### src/rtl/axil_wr_demux_n.sv
// AXI-Lite write demux: one upstream master to NUM_SLV slaves, one outstanding write,
// route latched at AW, DECERR for undecodable routes. Optional: AXIL_WR_DEMUX_BRESP_REG_EN.
module axil_wr_demux_n #(
  parameter int AXI_DATA_WIDTH = 32,
  parameter int AXI_ADDR_WIDTH = 32,
  parameter int NUM_SLV        = 4,
  parameter int SEL_WIDTH      = $clog2(NUM_SLV)
) (
  input  logic                                  aclk,
  input  logic                                  aresetn,
  input  logic [SEL_WIDTH-1:0]                  slv_sel,
  input  logic                                  slv_invalid,
  input  logic [AXI_ADDR_WIDTH-1:0]             m_axil_awaddr,
  input  logic                                  m_axil_awvalid,
  output logic                                  m_axil_awready,
  input  logic [AXI_DATA_WIDTH-1:0]             m_axil_wdata,
  input  logic [AXI_DATA_WIDTH/8-1:0]           m_axil_wstrb,
  input  logic                                  m_axil_wvalid,
  output logic                                  m_axil_wready,
  output logic [1:0]                            m_axil_bresp,
  output logic                                  m_axil_bvalid,
  input  logic                                  m_axil_bready,
  output logic [NUM_SLV*AXI_ADDR_WIDTH-1:0]     s_axil_awaddr,
  output logic [NUM_SLV-1:0]                    s_axil_awvalid,
  input  logic [NUM_SLV-1:0]                    s_axil_awready,
  output logic [NUM_SLV*AXI_DATA_WIDTH-1:0]     s_axil_wdata,
  output logic [NUM_SLV*AXI_DATA_WIDTH/8-1:0]   s_axil_wstrb,
  output logic [NUM_SLV-1:0]                    s_axil_wvalid,
  input  logic [NUM_SLV-1:0]                    s_axil_wready,
  input  logic [NUM_SLV*2-1:0]                  s_axil_bresp,
  input  logic [NUM_SLV-1:0]                    s_axil_bvalid,
  output logic [NUM_SLV-1:0]                    s_axil_bready
);

  localparam logic [SEL_WIDTH:0] NUM_SLV_W = (SEL_WIDTH+1)'(NUM_SLV);

  typedef enum logic [2:0] {
    IDLE     = 3'd0,
    FWD      = 3'd1,
    RESP     = 3'd2,
    ERR_DATA = 3'd3,
    ERR_RESP = 3'd4
  } state_e;

  state_e               state_r;
  logic [SEL_WIDTH-1:0] sel_r;
  logic                 aw_done_r;
  logic                 w_done_r;

  logic [NUM_SLV-1:0]   sel_oh_s;
  logic                 sel_awready_s;
  logic                 sel_wready_s;
  logic                 sel_bvalid_s;
  logic [1:0]           sel_bresp_s;
  logic                 route_bad_s;
  logic                 aw_done_s;
  logic                 w_done_s;
  logic                 b_hs_s;

`ifdef AXIL_WR_DEMUX_BRESP_REG_EN
  logic                 bfull_r;
  logic [1:0]           bresp_r;
`endif

  assign route_bad_s = slv_invalid | ({1'b0, slv_sel} >= NUM_SLV_W);
  assign aw_done_s   = aw_done_r | (m_axil_awvalid & m_axil_awready);
  assign w_done_s    = w_done_r  | (m_axil_wvalid  & m_axil_wready);
  assign b_hs_s      = m_axil_bvalid & m_axil_bready;

  // Decode the latched route into a one-hot mask and pick the selected slave's return signals
  always_comb begin
    sel_oh_s      = '0;
    sel_awready_s = 1'b0;
    sel_wready_s  = 1'b0;
    sel_bvalid_s  = 1'b0;
    sel_bresp_s   = 2'b00;
    for (int i = 0; i < NUM_SLV; i++) begin
      sel_oh_s[i]   = (sel_r == SEL_WIDTH'(i));
      sel_awready_s = sel_awready_s | (sel_oh_s[i] & s_axil_awready[i]);
      sel_wready_s  = sel_wready_s  | (sel_oh_s[i] & s_axil_wready[i]);
      sel_bvalid_s  = sel_bvalid_s  | (sel_oh_s[i] & s_axil_bvalid[i]);
      sel_bresp_s   = sel_bresp_s   | (sel_oh_s[i] ? s_axil_bresp[2*i +: 2] : 2'b00);
    end
  end

  // Channel steering per state; payloads are broadcast only while forwarding so idle outputs stay 0
  always_comb begin
    m_axil_awready = 1'b0;
    m_axil_wready  = 1'b0;
    m_axil_bvalid  = 1'b0;
    m_axil_bresp   = 2'b00;
    s_axil_awvalid = '0;
    s_axil_wvalid  = '0;
    s_axil_bready  = '0;
    s_axil_awaddr  = '0;
    s_axil_wdata   = '0;
    s_axil_wstrb   = '0;
    case (state_r)
      FWD: begin
        m_axil_awready = sel_awready_s & ~aw_done_r;
        m_axil_wready  = sel_wready_s & ~w_done_r;
        s_axil_awvalid = sel_oh_s & {NUM_SLV{m_axil_awvalid & ~aw_done_r}};
        s_axil_wvalid  = sel_oh_s & {NUM_SLV{m_axil_wvalid & ~w_done_r}};
        s_axil_awaddr  = {NUM_SLV{m_axil_awaddr}};
        s_axil_wdata   = {NUM_SLV{m_axil_wdata}};
        s_axil_wstrb   = {NUM_SLV{m_axil_wstrb}};
      end
      RESP: begin
`ifdef AXIL_WR_DEMUX_BRESP_REG_EN
        s_axil_bready = sel_oh_s & {NUM_SLV{~bfull_r}};
        m_axil_bvalid = bfull_r;
        m_axil_bresp  = bfull_r ? bresp_r : 2'b00;
`else
        s_axil_bready = sel_oh_s & {NUM_SLV{m_axil_bready}};
        m_axil_bvalid = sel_bvalid_s;
        m_axil_bresp  = sel_bvalid_s ? sel_bresp_s : 2'b00;
`endif
      end
      ERR_DATA: begin
        m_axil_awready = ~aw_done_r;
        m_axil_wready  = ~w_done_r;
      end
      ERR_RESP: begin
        m_axil_bvalid = 1'b1;
        m_axil_bresp  = 2'b11;
      end
      default: begin
        m_axil_bvalid = 1'b0;
      end
    endcase
  end

  // Transaction FSM: latch route in IDLE, track AW/W completion, release on the B handshake
  always_ff @(posedge aclk or negedge aresetn) begin
    if (!aresetn) begin
      state_r   <= IDLE;
      sel_r     <= '0;
      aw_done_r <= 1'b0;
      w_done_r  <= 1'b0;
    end else begin
      case (state_r)
        IDLE: begin
          if (m_axil_awvalid) begin
            sel_r   <= slv_sel;
            state_r <= route_bad_s ? ERR_DATA : FWD;
          end
        end
        FWD, ERR_DATA: begin
          aw_done_r <= aw_done_s;
          w_done_r  <= w_done_s;
          if (aw_done_s && w_done_s) begin
            state_r <= (state_r == FWD) ? RESP : ERR_RESP;
          end
        end
        RESP, ERR_RESP: begin
          if (b_hs_s) begin
            state_r   <= IDLE;
            aw_done_r <= 1'b0;
            w_done_r  <= 1'b0;
          end
        end
        default: begin
          state_r <= IDLE;
        end
      endcase
    end
  end

`ifdef AXIL_WR_DEMUX_BRESP_REG_EN
  // One-entry B skid register: filled from the selected slave, drained by the upstream handshake
  always_ff @(posedge aclk or negedge aresetn) begin
    if (!aresetn) begin
      bfull_r <= 1'b0;
      bresp_r <= 2'b00;
    end else if (state_r == RESP && !bfull_r && sel_bvalid_s) begin
      bfull_r <= 1'b1;
      bresp_r <= sel_bresp_s;
    end else if (b_hs_s) begin
      bfull_r <= 1'b0;
    end
  end
`endif

endmodule

### config.mk
export PLATFORM = sky130hd
export DESIGN_NAME = axil_wr_demux_n
export DESIGN_NICKNAME = d
export VERILOG_FILES = /design/src/rtl/axil_wr_demux_n.sv
export SDC_FILE = /design/constraint.sdc
export NUM_CORES = 1
export LEC_CHECK = 0
export CAP_MARGIN = 20
export CORE_AREA = 2 2 150 152
export CTS_BUF_LIST = sky130_fd_sc_hd__clkbuf_16
export DETAILED_ROUTE_END_ITERATION = 8
export DIE_AREA = 0 0 152 154
export GPL_TIMING_DRIVEN = 0
export PLACE_DENSITY = 0.47
export SYNTH_ARGS = -nofsm -noshare
export SYNTH_HDL_FRONTEND = slang
export SYNTH_SLANG_ARGS = --single-unit
### constraint.sdc
create_clock -name aclk -period 5.8 [get_ports aclk]
set_clock_uncertainty 0.2 [all_clocks]
set_input_delay 1.16 -clock aclk [delete_from_list [all_inputs] [get_ports aclk]]
set_output_delay 1.16 -clock aclk [all_outputs]
set_load 0.01 [all_outputs]
Word level (Yosys, flattened, before mapping)
Index checks and enable logic that the tools add are counted.
{"block": "word_totals", "register_bits": 7, "in_bits": 96, "output_inout_bits": 289, "elab_cells": 85}
{"block": "classes", "n_eq_ne": 10, "muxes": 24, "bitwise": 38, "reduce_logical": 9}
{"cell": "two-way mux 128 bit", "count": 2}
{"cell": "AND 1 bit", "count": 19}
{"cell": "two-way mux 16 bit", "count": 1}
{"cell": "AND 4 bit", "count": 3}
{"cell": "two-way mux 2 bit", "count": 6}
{"cell": "two-way mux 3 bit", "count": 4}
{"cell": "two-way mux 4 bit", "count": 3}
{"cell": "bitwise OR 1 bit", "count": 11}
{"cell": "case mux 1 bit (2 select lines)", "count": 5}
{"cell": "case mux 3 bit (3 select lines)", "count": 1}
{"cell": "equality test 3 x 2 -> 1 bit (second input constant)", "count": 2}
{"cell": "inequality test 2 bit (second input constant)", "count": 3}
{"cell": "bitwise OR 2 bit", "count": 3}
{"cell": "equality test 2 bit (second input constant)", "count": 2}
{"cell": "case mux 2 bit (2 select lines)", "count": 1}
{"cell": "AND reduction 2 bit", "count": 2}
{"cell": "OR reduction 2 bit", "count": 2}
{"cell": "equality test 3 x 1 -> 1 bit (second input constant)", "count": 1}
{"cell": "equality test 3 bit (second input constant)", "count": 1}
{"cell": "logical NOT 3 bit", "count": 1}
{"cell": "AND reduction 3 bit", "count": 1}
{"cell": "equality test 2 x 1 -> 1 bit (second input constant)", "count": 1}
{"cell": "logical NOT 2 bit", "count": 1}
{"cell": "inverter 1 bit", "count": 2}
{"cell": "other kinds (3)", "count": 3}

Longest topological paths before layout
{"block": "logic_depth", "word_depth": 12, "depth_mapped": 7, "mapped_depth_nobuf": 5}

Worst setup path after synthesis
No wires, ideal clock.
{"block": "synth_path", "path_type": "input port to output port", "startpoint": "in s_axil_bvalid[3]", "endpoint": "out m_axil_bresp[1]", "t_arrival_ps": 1943, "slack_ps": 2497, "stages": 4, "path_buffers": 0, "cell_sequence": "mux4_2 and2_1 nand2_1 a21oi_1"}
{"block": "synth_via", "elab_chain_cells": 4}
{"element": "from (decl)", "line_no": "31", "rtl": "input logic [NUM_SLV-1:0] s_axil_bvalid,"}
{"element": "AND 1 bit", "line_no": "81", "rtl": "sel_bvalid_s = sel_bvalid_s | (sel_oh_s[i] & s_axil_bvalid[i]);"}
{"element": "bitwise OR 1 bit", "line_no": "81"}
{"element": "two-way mux 2 bit", "line_no": "116", "rtl": "m_axil_bresp = sel_bvalid_s ? sel_bresp_s : 2'b00;"}
{"element": "case mux 2 bit (2 select lines)", "line_no": "98", "rtl": "case (state_r)"}
{"element": "to (decl)", "line_no": "20", "rtl": "output logic [1:0] m_axil_bresp,"}
Every way passes these cells.

Final worst setup path
Same ends and word-level chain as after synthesis.

==> results.md <==
- H-tree depth: 1
- CTS Root Cell: clkbuf_16
- Power Density: 374 nW/um^2
- Gpl congestion: 0.820
- Pin count of the biggest net entering global routing: 11
- Fin nets: 855
- Fin Setup TNS: 0 ns
- Worst Path Arrival: 2.90 ns
- Max-cap violations: 0
- CP max FO: 3
- Fin crit share: 0.735
- Drt pass-1 iters: 4
- Reg-to-reg setup timing slack: 3.83 ns
- CTS tree: built
- Switching fraction of total power: 0.398
- Final min period: 4.26 ns
- Worst Max-Slew Pin Slew: 0.711 ns
- IO Port Bufs: 384
- Net Sw Power: 1.04 mW
- Final Setup Violations: 0
- Core Area: 21700 sq um
- Share of post-route cells with drive strength above 1: 0.294
- Top Ports: 385
- Run status: finished, final reports clean
- Max Clk Rate: 235 MHz
- Die Span Y: 154 um
- Post-DP HPWL: 12500 um
- Top cells by area, synth: buf_4, and3_1, dfrtp_1
- WL per Instance: 13.8 um
- Reg2reg path depth: 4
- Syn Inst Count: 370
- Most frequent cells in the layout: clkdlybuf4s50_1, buf_4, and3_1, nor2_1, clkbuf_1
- Initial antenna violation count: 0
- Leakage: 3.20 nW
- Worst hold path stage count: 2
- Synth unique cells: 32
- Int Power: 1.57 mW
- RSZ-0062 raised after global routing: no
- Post-CTS sizing: 0
- Clock power frac: 0.043
- First-pass GRT wire length: 21000 um
- Endpoint, Worst Hold: aw_done_r
- Syn Std Cell Area: 2700 sq um
- Vias in the first global route: 3561
- Number of synthesized flops with an enable pin: 0
- Number of setup buffers added after CTS: 0
- Hold_ws: 0.421 ns
- Via count: 3547
- #FFs+latches synth: 7
- Fin. max-slew vios: 0
- Critical Path Sink Type: output port
- Num CTS Buffers: 3
- # clock sinks: 7
- Synth top area share: 0.567
- Worst R2R End: state_r[0]
- Gr ovfl total: 0
- Net count after synthesis: 466
- Hold bufs inserted after CTS: 0
- Comb pwr share: 0.923
- Top_reg_cell synth: dfrtp_1
- Clk_lat worst skew: 0.23 ns
- Sequential cell area fraction in the yosys report: 0.0648
- 1st-iter DRT viols: 88
- Hold Path Class: flip-flop to flip-flop
- Layout area overhead: 158%
- Slew HR: 0.526
- Final ANT Viol Nets: 0
- Yosys warns: 0
- Remaining DRCs: 0
- Worst endpoint required time: 4.44 ns
- Kind of critical path: input port to output port
- Commonest non-fill, non-tap cell in the layout: clkdlybuf4s50_1
- CTS max path bufs: 2
- Syn_area_per_cell: 7.30 sq um
- Antenna cells: 0
- FF-to-FF Start: state_r[0]
- Gr usage total: 0.112
- Chip Width: 152 um
- Row cnt: 54
- Fillcell total: 2297
- Max VDD drop: 0.150 mV
- Seq pwr share: 0.034
- Clk slew on worst S/H paths: 0.04 ns
- Fraction of registers with async set/reset: 1.00
- Hold Fails Final Rpt: 0
- Initial core utilization: 0.125
- Via/cell ratio: 3.42
- Hold Path Origin: aw_done_r
- Die ar.: 23400 sq um
- Biggest area consumer among synthesized cells: buf_4
- Total Wirelength: 14400 um
- Startpoint Class: input port
## how the worst max path moves through the flow
stage | startpoint | end | slack [ns] | depth (start not counted)
4_1_cts | state_r[1] | s_axil_awaddr[85] | 1.43 | 7
3_3_place_gp | s_axil_bvalid[3] | m_axil_bresp[1] | 1.54 | 6
6_report | s_axil_bvalid[3] | m_axil_bresp[1] | 1.54 | 6
5_1_grt | state_r[1] | s_axil_awaddr[53] | 1.34 | 7
3_5_place_dp | s_axil_bvalid[3] | m_axil_bresp[1] | 1.52 | 6
2_1_floorplan | s_axil_bvalid[3] | m_axil_bresp[1] | 2.50 | 4
## routing by layer
| layer | GRT usage | vias up | share of wire |
|---|---|---|---|
| met3 | 0.0265 | 10 | 0.072 |
| met4 | 0.0191 | 0 | 0.011 |
| met2 | 0.218 | 210 | 0.53 |
| li1 | - | 1785 | - |
| met5 | 0 | - | 0 |
| met1 | 0.126 | 1542 | 0.39 |
## final cells by class
cell class / count / area, sq um / share of cell area
clock buffer: 3 / 75.1 / 0.0108
multi-input combinational: 137 / 893 / 0.128
sequential: 7 / 175 / 0.0251
clock inverter: 1 / 3.75 / 0.000538
inverter: 2 / 7.51 / 0.00108
buffer: 224 / 1630 / 0.233
tap: 280 / 350 / 0.0502
timing repair buffer: 384 / 3840 / 0.551
## registers in the layout, summed over array words and instances (netlist names)
signal,cells
state_r,3
sel_r,2
aw_done_r,1
w_done_r,1
## critical path, cell delays in order
cell and delay [ns]:
clkdlybuf4s50_1 0.39, mux4_2 0.52, and2_1 0.19, nand2_1 0.06, a21oi_1 0.06, clkdlybuf4s50_1 0.53
## cell usage after synthesis, drive strengths merged, types with 3 or more instances
cell type / count
nand2: 8
and3: 68
mux4: 3
clkbuf: 14
nor2: 18
nand2b: 5
buf: 210
mux2i: 4
nor3: 5
dfrtp: 7
a21oi: 5
## through the flow
stage | setup WS, ns | power, mW | cell area [sq um] | instances | util
floorplan | 2.50 | 1.29 | 2700 | 370 | -
detailed placement | 1.52 | 2.54 | 6900 | 1034 | 0.318
global route | 1.34 | 2.80 | 6980 | 1038 | 0.322
CTS | 1.43 | 2.66 | 6980 | 1038 | 0.322
finish | 1.54 | 2.61 | 6980 | 1038 | 0.322
global placement | 1.54 | 2.55 | 6900 | 1034 | 0.318
## power by group through the flow
stage	clock network [mW]	registers [mW]	logic, mW
2_1_floorplan	0	0.0858	1.20
3_3_place_gp	0	0.0895	2.46
3_5_place_dp	0	0.0891	2.45
4_1_cts	0.116	0.0889	2.46
5_1_grt	0.118	0.0931	2.59
6_report	0.113	0.0892	2.41
## cells by family after synthesis
kind of cell | count (synthesis) | share of synthesized area
buffers and inverters | 226 | 0.605
AND/OR/NAND/NOR | 113 | 0.242
AO/OA/AOI/OAI | 15 | 0.0403
multiplexers | 9 | 0.0481
flip-flops | 7 | 0.0648
(Power assumes the default switching activity.)
